[config.mk]
export PLATFORM = sky130hd
export DESIGN_NAME = conv_window_ctrl
export DESIGN_NICKNAME = d
export VERILOG_FILES = /design/src/rtl/conv_window_ctrl.sv
export SDC_FILE = /design/constraint.sdc
export NUM_CORES = 1
export LEC_CHECK = 0
export CORE_UTILIZATION = 36
export DETAILED_ROUTE_END_ITERATION = 10
export HOLD_SLACK_MARGIN = 0.02
export PLACE_DENSITY_LB_ADDON = 0.15
export SYNTH_ARGS = -nofsm -noshare
export SYNTH_HDL_FRONTEND = slang
export SYNTH_SLANG_ARGS = --single-unit
[constraint.sdc]
create_clock -name clk -period 4.26 [get_ports clk]
set_input_delay 0.852 -clock clk [delete_from_list [all_inputs] [get_ports clk]]
set_output_delay 0.852 -clock clk [all_outputs]
set_load 0.01 [all_outputs]
[src/rtl/conv_window_ctrl.sv]
// conv_window_ctrl: sequencer for the KxK window register chain and line buffers.
// Accepts a raster-order pixel stream, drives shift enables and line-buffer
// addresses, and flags complete windows with downstream backpressure.
// Optional build macro CONV_CTRL_STATS_EN adds stall_cnt / win_cnt outputs.
module conv_window_ctrl #(
  parameter int IMG_W = 28,
  parameter int IMG_H = 28,
  parameter int K     = 3,
  parameter int CNT_W = 5
) (
  input  logic             clk,
  input  logic             reset,
  input  logic             start,
  output logic             busy,
  input  logic             in_valid,
  output logic             in_ready,
  output logic             shift_en,
  output logic [CNT_W-1:0] lb_wr_addr,
  output logic             out_valid,
  input  logic             out_ready,
  output logic [CNT_W-1:0] out_row,
  output logic [CNT_W-1:0] out_col,
  output logic             frame_done
`ifdef CONV_CTRL_STATS_EN
  ,
  output logic [15:0]      stall_cnt,
  output logic [15:0]      win_cnt
`endif
);

  localparam logic [CNT_W-1:0] LP_KM1   = CNT_W'(K - 1);
  localparam logic [CNT_W-1:0] LP_LCOL  = CNT_W'(IMG_W - 1);
  localparam logic [CNT_W-1:0] LP_LROW  = CNT_W'(IMG_H - 1);

  typedef enum logic [1:0] {
    S_IDLE,
    S_RUN,
    S_DRAIN,
    S_DONE
  } state_t;

  state_t           r_state;
  state_t           w_state_nxt;
  logic [CNT_W-1:0] r_row;
  logic [CNT_W-1:0] r_col;
  logic             r_out_valid;
  logic [CNT_W-1:0] r_out_row;
  logic [CNT_W-1:0] r_out_col;

  logic w_in_ready;
  logic w_accept;
  logic w_last_col;
  logic w_last_pix;
  logic w_win;
  logic w_start_frame;

  assign w_in_ready    = (r_state == S_RUN) && (!r_out_valid || out_ready);
  assign w_accept      = in_valid && w_in_ready;
  assign w_last_col    = (r_col == LP_LCOL);
  assign w_last_pix    = w_last_col && (r_row == LP_LROW);
  assign w_win         = w_accept && (r_row >= LP_KM1) && (r_col >= LP_KM1);
  assign w_start_frame = (r_state == S_IDLE) && start;

  // State register
  always_ff @(posedge clk or negedge reset) begin
    if (!reset) r_state <= S_IDLE;
    else        r_state <= w_state_nxt;
  end

  // Next-state logic
  always_comb begin
    w_state_nxt = r_state;
    case (r_state)
      S_IDLE:  if (start) w_state_nxt = S_RUN;
      S_RUN:   if (w_accept && w_last_pix) w_state_nxt = S_DRAIN;
      S_DRAIN: if (!r_out_valid || out_ready) w_state_nxt = S_DONE;
      S_DONE:  w_state_nxt = S_IDLE;
      default: w_state_nxt = S_IDLE;
    endcase
  end

  // Raster row/column counters; wrap to zero after the last pixel
  always_ff @(posedge clk or negedge reset) begin
    if (!reset) begin
      r_row <= '0;
      r_col <= '0;
    end else if (w_start_frame) begin
      r_row <= '0;
      r_col <= '0;
    end else if (w_accept) begin
      if (w_last_col) begin
        r_col <= '0;
        r_row <= w_last_pix ? '0 : r_row + 1'b1;
      end else begin
        r_col <= r_col + 1'b1;
      end
    end
  end

  // Window flag and top-left coordinates; a new window overrides a consume
  always_ff @(posedge clk or negedge reset) begin
    if (!reset) begin
      r_out_valid <= 1'b0;
      r_out_row   <= '0;
      r_out_col   <= '0;
    end else if (w_win) begin
      r_out_valid <= 1'b1;
      r_out_row   <= r_row - LP_KM1;
      r_out_col   <= r_col - LP_KM1;
    end else if (out_ready) begin
      r_out_valid <= 1'b0;
    end
  end

`ifdef CONV_CTRL_STATS_EN
  logic [15:0] r_stall_cnt;
  logic [15:0] r_win_cnt;
  logic        w_active;

  assign w_active = (r_state == S_RUN) || (r_state == S_DRAIN);

  // Saturating stall and hand-off counters, cleared at frame start
  always_ff @(posedge clk or negedge reset) begin
    if (!reset) begin
      r_stall_cnt <= '0;
      r_win_cnt   <= '0;
    end else if (w_start_frame) begin
      r_stall_cnt <= '0;
      r_win_cnt   <= '0;
    end else begin
      if (w_active && r_out_valid && !out_ready && (r_stall_cnt != '1))
        r_stall_cnt <= r_stall_cnt + 1'b1;
      if (r_out_valid && out_ready && (r_win_cnt != '1))
        r_win_cnt <= r_win_cnt + 1'b1;
    end
  end

  assign stall_cnt = r_stall_cnt;
  assign win_cnt   = r_win_cnt;
`endif

  assign busy       = (r_state != S_IDLE);
  assign in_ready   = w_in_ready;
  assign shift_en   = w_accept;
  assign lb_wr_addr = r_col;
  assign out_valid  = r_out_valid;
  assign out_row    = r_out_row;
  assign out_col    = r_out_col;
  assign frame_done = (r_state == S_DONE);

endmodule
# After elaboration in Yosys (flattened, before gate mapping)
# Cells that the tools add are included.
[op_classes]
add_sub_neg = 4
order_cmp = 2
n_eq_ne = 8
muxes = 13
reduce_logical = 16
[op_table]
columns = ["cell", "count"]
rows = [
  ["5-bit two-way mux", 7],
  ["5-bit by 1-bit adder with 5-bit output (second input constant)", 2],
  ["5-bit equality test (second input constant)", 2],
  ["5-bit by 2-bit >= comparator with 1-bit output (second input constant)", 2],
  ["5-bit by 2-bit subtractor with 5-bit output (second input constant)", 2],
  ["2-bit case mux with 4 select lines", 1],
  ["2-bit nonzero test", 4],
  ["1-bit logical AND", 7],
  ["2-bit two-way mux", 3],
  ["2-bit equality test (second input constant)", 2],
  ["2-bit != test (second input constant)", 2],
  ["3-bit AND reduction", 1],
  ["2-bit by 1-bit equality test with 1-bit output (second input constant)", 1],
  ["2-bit zero test", 1],
  ["1-bit two-way mux", 2],
  ["2-bit by 1-bit != test with 1-bit output (second input constant)", 1],
  ["2-bit AND reduction", 1],
  ["1-bit zero test", 1],
  ["1-bit logical OR", 1],
]
[totals]
regBits = 23
inputBits = 5
output_inout_bits = 20
wordCells = 49

# Longest topological paths before layout
[logic_depth]
depth_word = 7
depth_mapped = 8
mapped_depth_nobuf = 7

# Worst setup path after synthesis
# Ideal clock, no wire load.
[synth_timing]
path_kind = "input to output"
start = "input port out_ready"
end = "output port in_ready"
arrival_time_ns = 1.295
t_required_ns = 3.408
slack_ns = 2.113
stages = 3
path_buffers = 1
path_cell_list = "nand2b_1 buf_6 and2_1"
[synth_between]
elab_chain_cells = 2
[synth_rtl]
columns = ["element", "line_no", "text"]
rows = [
  ["from (decl)", "20", "input logic out_ready,"],
  ["1-bit logical OR", "57", "assign w_in_ready = (r_state == S_RUN) && (!r_out_valid || out_ready);"],
  ["1-bit logical AND", "57", ""],
  ["to (decl)", "16", "output logic in_ready,"],
]
# Every way passes these cells.

# Worst setup path after layout
[layout_timing]
start = "input port out_ready"
end = "output port shift_en"
[layout_between]
elab_chain_cells = 3
[layout_rtl]
columns = ["element", "line_no", "text"]
rows = [
  ["1-bit logical OR", "57", ""],
  ["1-bit logical AND", "57", ""],
  ["1-bit logical AND", "58", "assign w_accept = in_valid && w_in_ready;"],
  ["to (decl)", "17", "output logic shift_en,"],
]
# Every way passes these cells.

==> impl_metrics.py <==
metrics = {
    "clock_tree": {
        "ctsRootBufferMaster": "clkbuf_8",
        "cts_max_level": 1,
        "clockBufferDepth": 2,
        "cts_setup_buffers": 0,
        "holdBufCountCts": 0,
        "clk_pin_slew_ns": 0.08,
        "cts_tree": "built",
        "cts.sinks": 23,
        "cts_made_buffers": 3,
        "clk_latency_ns": 0.27,
        "ctsResizeCount": 0,
    },
    "critical_path": {
        "cp_cell_sequence": "clkdlybuf4s50_1 > nand2b_1 > nand2_4 > inv_1 > clkdlybuf4s50_1",
        "critPathMaxStageDelay_ns": 0.55,
        "worstPathArrival_ns": 2.47,
        "endpoint_kind": "output port",
        "cp.required_ns": 3.41,
        "worstSetupPathType": "in -> out",
        "reg2reg_to": "out_col[4]",
        "cpMostUsedCell": "clkdlybuf4s50_1",
        "slowest_stage": "clkdlybuf4s50_1",
        "r2r_slack_ns": 2.13,
        "crit_path_max_fanout": 10,
        "r2r_cells": 6,
        "crit_path_start_kind": "input pin",
        "rr_startpoint": "r_row[2]",
    },
    "synthesis": {
        "synth_area_leaders": "dfrtp_1 (42%), ha_1 (11%), mux2_4 (7.7%)",
        "dominantRegCellSynth": "dfrtp_1",
        "syn_area_per_cell_um2": 10.7,
        "synthArstFlopShare_pct": 100,
        "synth_edf_count": 0,
        "synth_top_area_share_pct": 42.2,
        "syn-instance-count": 127,
        "synth_common_cells": "dfrtp_1 (23), inv_1 (14), ha_1 (12)",
        "synth.most_common_cell": "dfrtp_1",
        "ys_ff_latch": 23,
        "synth_fp_nets": 144,
        "yosysTopAreaCell": "dfrtp_1",
        "ys_warn_count": 0,
        "ys_seq_area_share_pct": 42.2,
        "synth_area_mm2": 0.00136,
        "synth_cell_types": 33,
    },
    "routing": {
        "drt_drc_violations_left": 0,
        "route.met2.wl_um": 1140,
        "dr.max_layer_used": "met4",
        "met3_wirelength_um": 79,
        "wirelength_met1_um": 1230,
        "drtIter0Drc": 42,
        "routedWlPerCell_um": 12.9,
        "drtAntennaViolNets": 0,
        "drt-vias-per-instance": 5.02,
        "totalWireLength_um": 2500,
        "firstDrtPassIters": 4,
        "vias": 973,
    },
    "placement": {
        "portBuffers": 24,
        "dp_worst_setup_slack_ns": 0.931,
        "place_inst": 190,
        "placed_area_mm2": 0.00161,
        "gp_congestion": 0.760,
        "dp_hpwl_um": 1830,
    },
    "power": {
        "clockPowerShare_pct": 14.2,
        "power_frac_seq_pct": 38.1,
        "p_comb_share_pct": 47.7,
        "p_leak_nw": 0.749,
        "p_sw_share_pct": 36.5,
        "p_sw_uw": 361,
        "peakVddDrop_v": 0.000208,
        "p_total_uw": 989,
        "power.density_mw_per_mm2": 598,
        "p_int_uw": 628,
    },
    "grt": {
        "first_global_vias": 972,
        "grt_antenna_before_repair": 0,
        "track_usage_pct": 13.6,
        "grt_max_degree": 24,
        "grt_pass1_wl_um": 4350,
        "grt-ovfl-total": 0,
    },
    "floorplan": {
        "fp.dieH_um": 63.5,
        "row_count": 21,
        "ios": 25,
        "start_util_pct": 39.3,
        "coreArea_mm2": 0.00347,
        "die_x_um": 63.5,
        "dieArea_mm2": 0.00403,
    },
    "layout": {
        "final_cells": 194,
        "area_delta_synth_final_pct": 21.4,
        "fin_nets": 166,
        "diodes": 0,
        "drive_above_1_share_pct": 10.8,
        "stdcell_area_mm2": 0.00165,
        "final_util_pct": 47.7,
    },
    "timing": {
        "period_minus_slack_ns": 3.32,
        "clock_skew_ns": 0.00152,
        "slew_headroom_pct": 29.6,
        "tightest_slew_ns": 1.05,
        "finalCritPeriodShare_pct": 78.0,
        "setup_viol_count_final": 0,
        "finalWorstSetupSlack_ns": 0.935,
        "hold_ws_ns": 0.519,
        "drv_slew": 0,
        "fmaxAchievable_ghz": 0.301,
        "setup_tns_ns": 0,
        "grt_setup_unrepaired": "false",
        "hold_violations": 0,
    },
    "worst_hold_path": {
        "whs_path_depth": 1,
        "hold_start": "out_col[4]",
        "hp-class": "reg -> reg",
        "min_to": "out_col[4]",
    },
    "flow_run": {
        "max-cap-violations": 0,
    },
    "outcome": {
        "status": "finished, final reports clean",
    },
}
## routing by layer
| layer | vias up | GRT usage (%) |
|---|---|---|
| li1 | 486 | - |
| met2 | 20 | 21.9 |
| met3 | 5 | 1.81 |
| met4 | 0 | 5.97 |
| met1 | 462 | 18.1 |
| met5 | - | 0 |
## cell usage in the layout (no fill, tap or decap), types with 3 or more instances in the layout
cell type        Yosys  layout
a21oi_1              7       7
a31oi_1              3       3
and2_1               3       3
clkbuf_8             0       3
clkdlybuf4s50_1      0      24
dfrtp_1             23      23
ha_1                12      12
inv_1               14      14
mux2_4               7       7
nand2_1              4       4
nand4_1              3       3
nor2_1               9       9
nor3_1               3       3
o21ai_0              4       4
xor2_1               3       3
## worst max path at each step
| stage | start | endpoint | slack (ns) | cells after the start |
|---|---|---|---|---|
| CTS | out_ready | shift_en | 0.92 | 5 |
| global placement | out_ready | shift_en | 0.94 | 5 |
| detailed placement | out_ready | shift_en | 0.93 | 5 |
| global route | out_ready | shift_en | 0.84 | 5 |
| finish | out_ready | shift_en | 0.94 | 5 |
| floorplan | out_ready | in_ready | 2.11 | 3 |
## worst max-delay path, delay by kind of cell
family	cells	cell delay (ns)
buffers and inverters	3	1.14
and+or+nand+nor	2	0.47
## final cells by class
class,instances,area [µm²]
clock buffers,4,45.0
fillers,340,1810
inverters,14,52.6
multi-input cells,83,683
well taps,46,57.6
flip-flops and latches,23,576
repair buffers,24,240
## logic make-up after synthesis
group,after synthesis,share of synthesized area (%)
multiplexers,11,10.8
AND/OR/NAND/NOR,33,14.0
buffers and inverters,21,7.62
XOR/XNOR,4,2.57
AO/OA/AOI/OAI,23,11.7
flip-flops,23,42.2
adder cells (fa/ha/maj),12,11.0
## registers in the layout, indices dropped and copies added (netlist names)
name	cells
out_valid	1
out_col	5
r_state	2
out_row	5
r_row	5
lb_wr_addr	5
## power groups by stage
stage	sequential (mW)	clock [mW]	combinational [mW]
floorplan	0.389	0	0.281
global placement	0.378	0	0.474
detailed placement	0.382	0	0.476
CTS	0.378	0.144	0.478
global route	0.389	0.154	0.521
finish	0.377	0.141	0.472
Power figures use the tool's default switching activity.
==> edit 1: new RTL, config.mk and constraints unchanged <==
Re-encode `state_t` (4 states) as one-hot, 4 bits wide.
--- a/src/rtl/conv_window_ctrl.sv
+++ b/src/rtl/conv_window_ctrl.sv
@@ -32,11 +32,11 @@
   localparam logic [CNT_W-1:0] LP_LCOL  = CNT_W'(IMG_W - 1);
   localparam logic [CNT_W-1:0] LP_LROW  = CNT_W'(IMG_H - 1);
 
-  typedef enum logic [1:0] {
-    S_IDLE,
-    S_RUN,
-    S_DRAIN,
-    S_DONE
+  typedef enum logic [3:0] {
+    S_IDLE  = 4'b0001,
+    S_RUN   = 4'b0010,
+    S_DRAIN = 4'b0100,
+    S_DONE  = 4'b1000
   } state_t;
 
   state_t           r_state;
Formal check against the unedited RTL: same outputs for any inputs over 10 cycles, from zero or initial values and one cycle with reset low; not proved beyond that.
==> edit 1 against the original RTL <==
- register-to-register slack hardly changed
- global-route usage grew 0.65 points
- hold slack got worse by 0.00081 ns
- worst setup slack gained 0.069 ns
- synthesized area hardly changed
- cell area rose by 2.3%
- wire length grew 5.1%
- sequential cell count is 2 higher
- synthesized cell count decreased by 3.1%
- cell count unchanged
Power is not compared: it rests on default switching activity, and its combinational part moved more than twofold at a synthesized area within 25%.
==> edit 1: results (changes against the original RTL) <==
Synthesis
  – Syn_nets: 136 (-5.6%)
  – Register area share after synthesis: 46.0% (+3.7 points)
  – Cell variety after synth: 34 (+3.0%)
  – Synth area leaders: dfrtp_1 (44%), mux2_4 (7.7%), ha_1 (7.3%)
  – Commonest cells in the netlist: dfrtp_1 (24), inv_1 (14), a21oi_1 (11)
  – Avg Cell Area, Syn: 11.1 um^2 (+3.3%)

Placement
  – Placement Cell Area: 1640 um^2 (+2.1%)
  – Placer Congestion: 0.824 (+8.5%)
  – Post-DP HPWL: 1870 um (+2.1%)

Worst setup path
  – End of the worst register-to-register path: out_row[1]
  – WP data arrival: 2.40 ns (-0.07 ns)
  – Worst r2r src: lb_wr_addr[2]
  – Worst Reg-to-Reg Cells: 6 (unchanged)

Final layout
  – Nets@finish: 162 (-2.4%)
  – Layout cells sized above 1: 14.9% (+4.1 points)
  – Ant diodes: 0 (unchanged)

STA
  – Tightest Pin Transition: 1.12 ns (+0.0677 ns)
  – Clk_skew: 0.00583 ns (+0.00430 ns)

Power and ir drop
  – Max VDD drop: 0.198 mV

Global route
  – Global Route Usage Sum: 14.3% (+0.65 points)
  – Vias in the first global route: 989 (+1.7%)
  – Largest net degree at the start of global routing: 26 (+8.3%)
  – Wire length of the first global-routing pass: 4510 um (+3.5%)

Hold path
  – Worst Hold Depth: 1 (unchanged)

Detailed routing
  – Met2 wire length: 1290 um (+13%)
  – Met3 Wirelength: 106 um (+34%)
  – Met1 WL: 1190 um (-3.1%)
  – Initial DRC Count: 21 (-50%)
  – First drt pass iteration count: 4 (unchanged)
  – Via density: 5.09 (+1.5%)
  – WL/cell: 13.5 um (+5.1%)

Clock network
  – Worst-path clk slew: roughly 0.09 ns

Outcome
  – Status: finished, final reports clean
-- edit 1: cell type report --
class,count,area [um^2]
clock buffers,3,41.3
clock inverters,1,7.51
fillers,338,1780
inverters,14,52.6
multi-input cells,81,666
flip-flops and latches,25,627
well taps,46,57.6
repair buffers,24,240
-- edit 1: metrics by stage --
step	hold WS [ns]	setup WS, ns
floorplan	0.550	1.97
global route	0.534	0.924
detailed placement	0.497	1.02
CTS	0.522	1.01
finish	0.518	1.00
global placement	0.496	1.04
-- edit 1: routing by layer --
metal / vias to the layer above / track usage, %
li1: 480 / -
met1: 483 / 17.2
met2: 20 / 24.2
met3: 5 / 3.62
met4: 0 / 5.40
met5: - / 0
-- edit 1: power breakdown --
part	internal, mW	total [mW]	leakage (nW)	switching (mW)
Sequential	0.254	0.274	0.334	0.0203
Clock	0.0665	0.147	0.0217	0.0809
Combinational	0.0576	0.114	0.422	0.0567
Total	0.378	0.536	0.777	0.158
-- edit 1: cells by family after synthesis --
kind of cell	Yosys count	synth area share, %
buf+inv	17	5.23
fa+ha+maj	8	7.34
compound gates	21	8.99
flops	25	46.0
xor+xnor	4	2.57
simple gates	38	19.9
mux	10	10.0
-- edit 1: critical path, cell delays in order --
cell,delay [ns]
clkdlybuf4s50_1,0.45
nand2b_1,0.30
nand3_4,0.15
inv_1,0.11
clkdlybuf4s50_1,0.54
-- edit 1: worst max path at each step --
stage / to / slack (ns) / depth (start not counted)
6_report: shift_en / 1.00 / 5
5_1_grt: shift_en / 0.92 / 5
4_1_cts: shift_en / 1.01 / 5
3_5_place_dp: shift_en / 1.02 / 5
3_3_place_gp: shift_en / 1.04 / 5
2_1_floorplan: shift_en / 1.97 / 4
==> edit 2: new RTL, config.mk and constraints unchanged <==
Without the edit above. Build with the macro `CONV_CTRL_STATS_EN` defined.
--- a/src/rtl/conv_window_ctrl.sv
+++ b/src/rtl/conv_window_ctrl.sv
@@ -2,6 +2,8 @@
 // Accepts a raster-order pixel stream, drives shift enables and line-buffer
 // addresses, and flags complete windows with downstream backpressure.
 // Optional build macro CONV_CTRL_STATS_EN adds stall_cnt / win_cnt outputs.
+`define CONV_CTRL_STATS_EN
+
 module conv_window_ctrl #(
   parameter int IMG_W = 28,
   parameter int IMG_H = 28,
Behaviour (old outputs only; new: stall_cnt and win_cnt): unchanged (Yosys induction, for registers that start in step).
==> edit 2 against the original RTL <==
- cell area increased by 130%
- sequential power increased by 68%
- sequential share of layout area increased by 1.2 points
- count of clock-buffer cells in the layout increased by 2
- wire length increased to 2.5 times the old value
- sequential cell count increased by 32
- worst setup slack improved by 0.055 ns
- power increased by 44%
- synthesized area increased by 120%
==> edit 2: results (changes against the original RTL) <==
Outcome
  – Status: finished, final reports clean

Global route
  – Met2 usage: 25.5% (+3.5 points)
  – M3 GR Usage: 3.64% (+1.8 points)
  – Largest net degree at the start of global routing: 32 (+33%)
  – Wire length of the first global-routing pass: 11000 um (+150%)
  – Met1 usage: 21.1% (+3.0 points)
  – Vias in the first global route: 2272 (+130%)
  – Global Route Usage Sum: 15.7% (+2.1 points)

Worst setup path
  – Critical-path top delay cell: clkdlybuf4s50_1
  – WP data arrival: 2.42 ns (-0.05 ns)
  – CP max FO: 8 (-2)
  – End of the worst register-to-register path: r_state[1]
  – Worst r2r src: lb_wr_addr[1]

Detailed routing
  – WL final: 6270 um (+150%)
  – Met3 Wirelength: 269 um (+240%)
  – Via density: 5.00 (-0.22%)
  – Met1 WL: 2970 um (+140%)
  – Met2 wire length: 2960 um (+160%)
  – Initial DRC Count: 70 (+67%)
  – WL/cell: 13.6 um (+5.3%)

Synthesis
  – Register area share after synthesis: 45.3% (+3.1 points)
  – FFs w/ async S/R, synth: 100% (unchanged)
  – Synth area leaders: dfrtp_1 (45%), ha_1 (5.8%), nor2_1 (5.6%)
  – Commonest cells in the netlist: dfrtp_1 (55), nor2_1 (45), nand2_1 (19)
  – Avg Cell Area, Syn: 10.2 um^2 (-4.7%)
  – Cell variety after synth: 50 (+52%)

Final layout
  – Utilization after layout: 46.8% (-0.89 points)
  – Nets@finish: 375 (+130%)
  – Inverter count: 16 (+2)
  – Layout cells sized above 1: 7.56% (-3.2 points)
  – #MultiIn Comb: 219 (+160%)
  – Multi-input logic portion of the cell area: 40.8% (-0.46 points)
  – Non-clk bufs: 59 (+150%)
  – Final clock-cell share: 3.07% (+0.35 points)
  – Clock buffers: 6 (+2)
  – Non-clock buffer share: 15.1% (+0.58 points)
  – Layout fillers: 812 (+140%)

Power and ir drop
  – P_leak: 1.71 nW (+130%)
  – Power Clock: 0.362 mW (+160%)
  – Max VDD drop: 0.148 mV (-29%)
  – Total power: 1.43 mW (+44%)
  – Internal power: 0.986 mW (+57%)
  – Seq power: 0.633 mW (+68%)
  – PD cells: 373 nW/um^2 (-38%)

Placement
  – Placer Congestion: 0.783 (+3.1%)
  – I/O Buffers: 56 (+130%)
  – Placement Cell Area: 3710 um^2 (+130%)
  – Post-DP HPWL: 4540 um (+150%)
  – Setup WS pre-CTS: 0.976 ns (+0.0451 ns)

STA
  – Rel. slew slack: 51.8% (+22 points)
  – Final Cycle Share: 76.8% (-1.3 points)
  – Clk_skew: 0.00526 ns (+0.00373 ns)

Clock network
  – Worst-path clk slew: 0.10 ns (+0.02 ns)
  – Post_cts resized: 0 (unchanged)
  – Number of buffers created by CTS: 5 (+2)
  – Clock latency at the later pin of the worst-skew pair: 0.31 ns (+0.04 ns)
[edit 2: cells by family (layout without fill, tap and decap cells)]
logic type | Yosys count | in the layout | share of synthesized area (%)
AND/OR/NAND/NOR | 127 | 127 | 23.4
flip-flops | 55 | 55 | 45.3
AO/OA/AOI/OAI | 33 | 33 | 8.16
XOR/XNOR | 27 | 27 | 7.79
buffers and inverters | 23 | 83 | 3.26
multiplexers | 18 | 18 | 6.31
adder cells (fa/ha/maj) | 14 | 14 | 5.77
[edit 2: how the worst min path moves through the flow]
stage                  to        from  cells past startpoint  slack, ns
2_1_floorplan  r_state[1]  r_state[1]                      1       0.51
3_3_place_gp   out_col[1]  out_col[1]                      1       0.47
3_5_place_dp   out_col[3]  out_col[3]                      1       0.48
4_1_cts        out_col[3]  out_col[3]                      1       0.50
5_1_grt        out_col[3]  out_col[3]                      1       0.52
6_report       out_row[0]  out_row[0]                      1       0.50
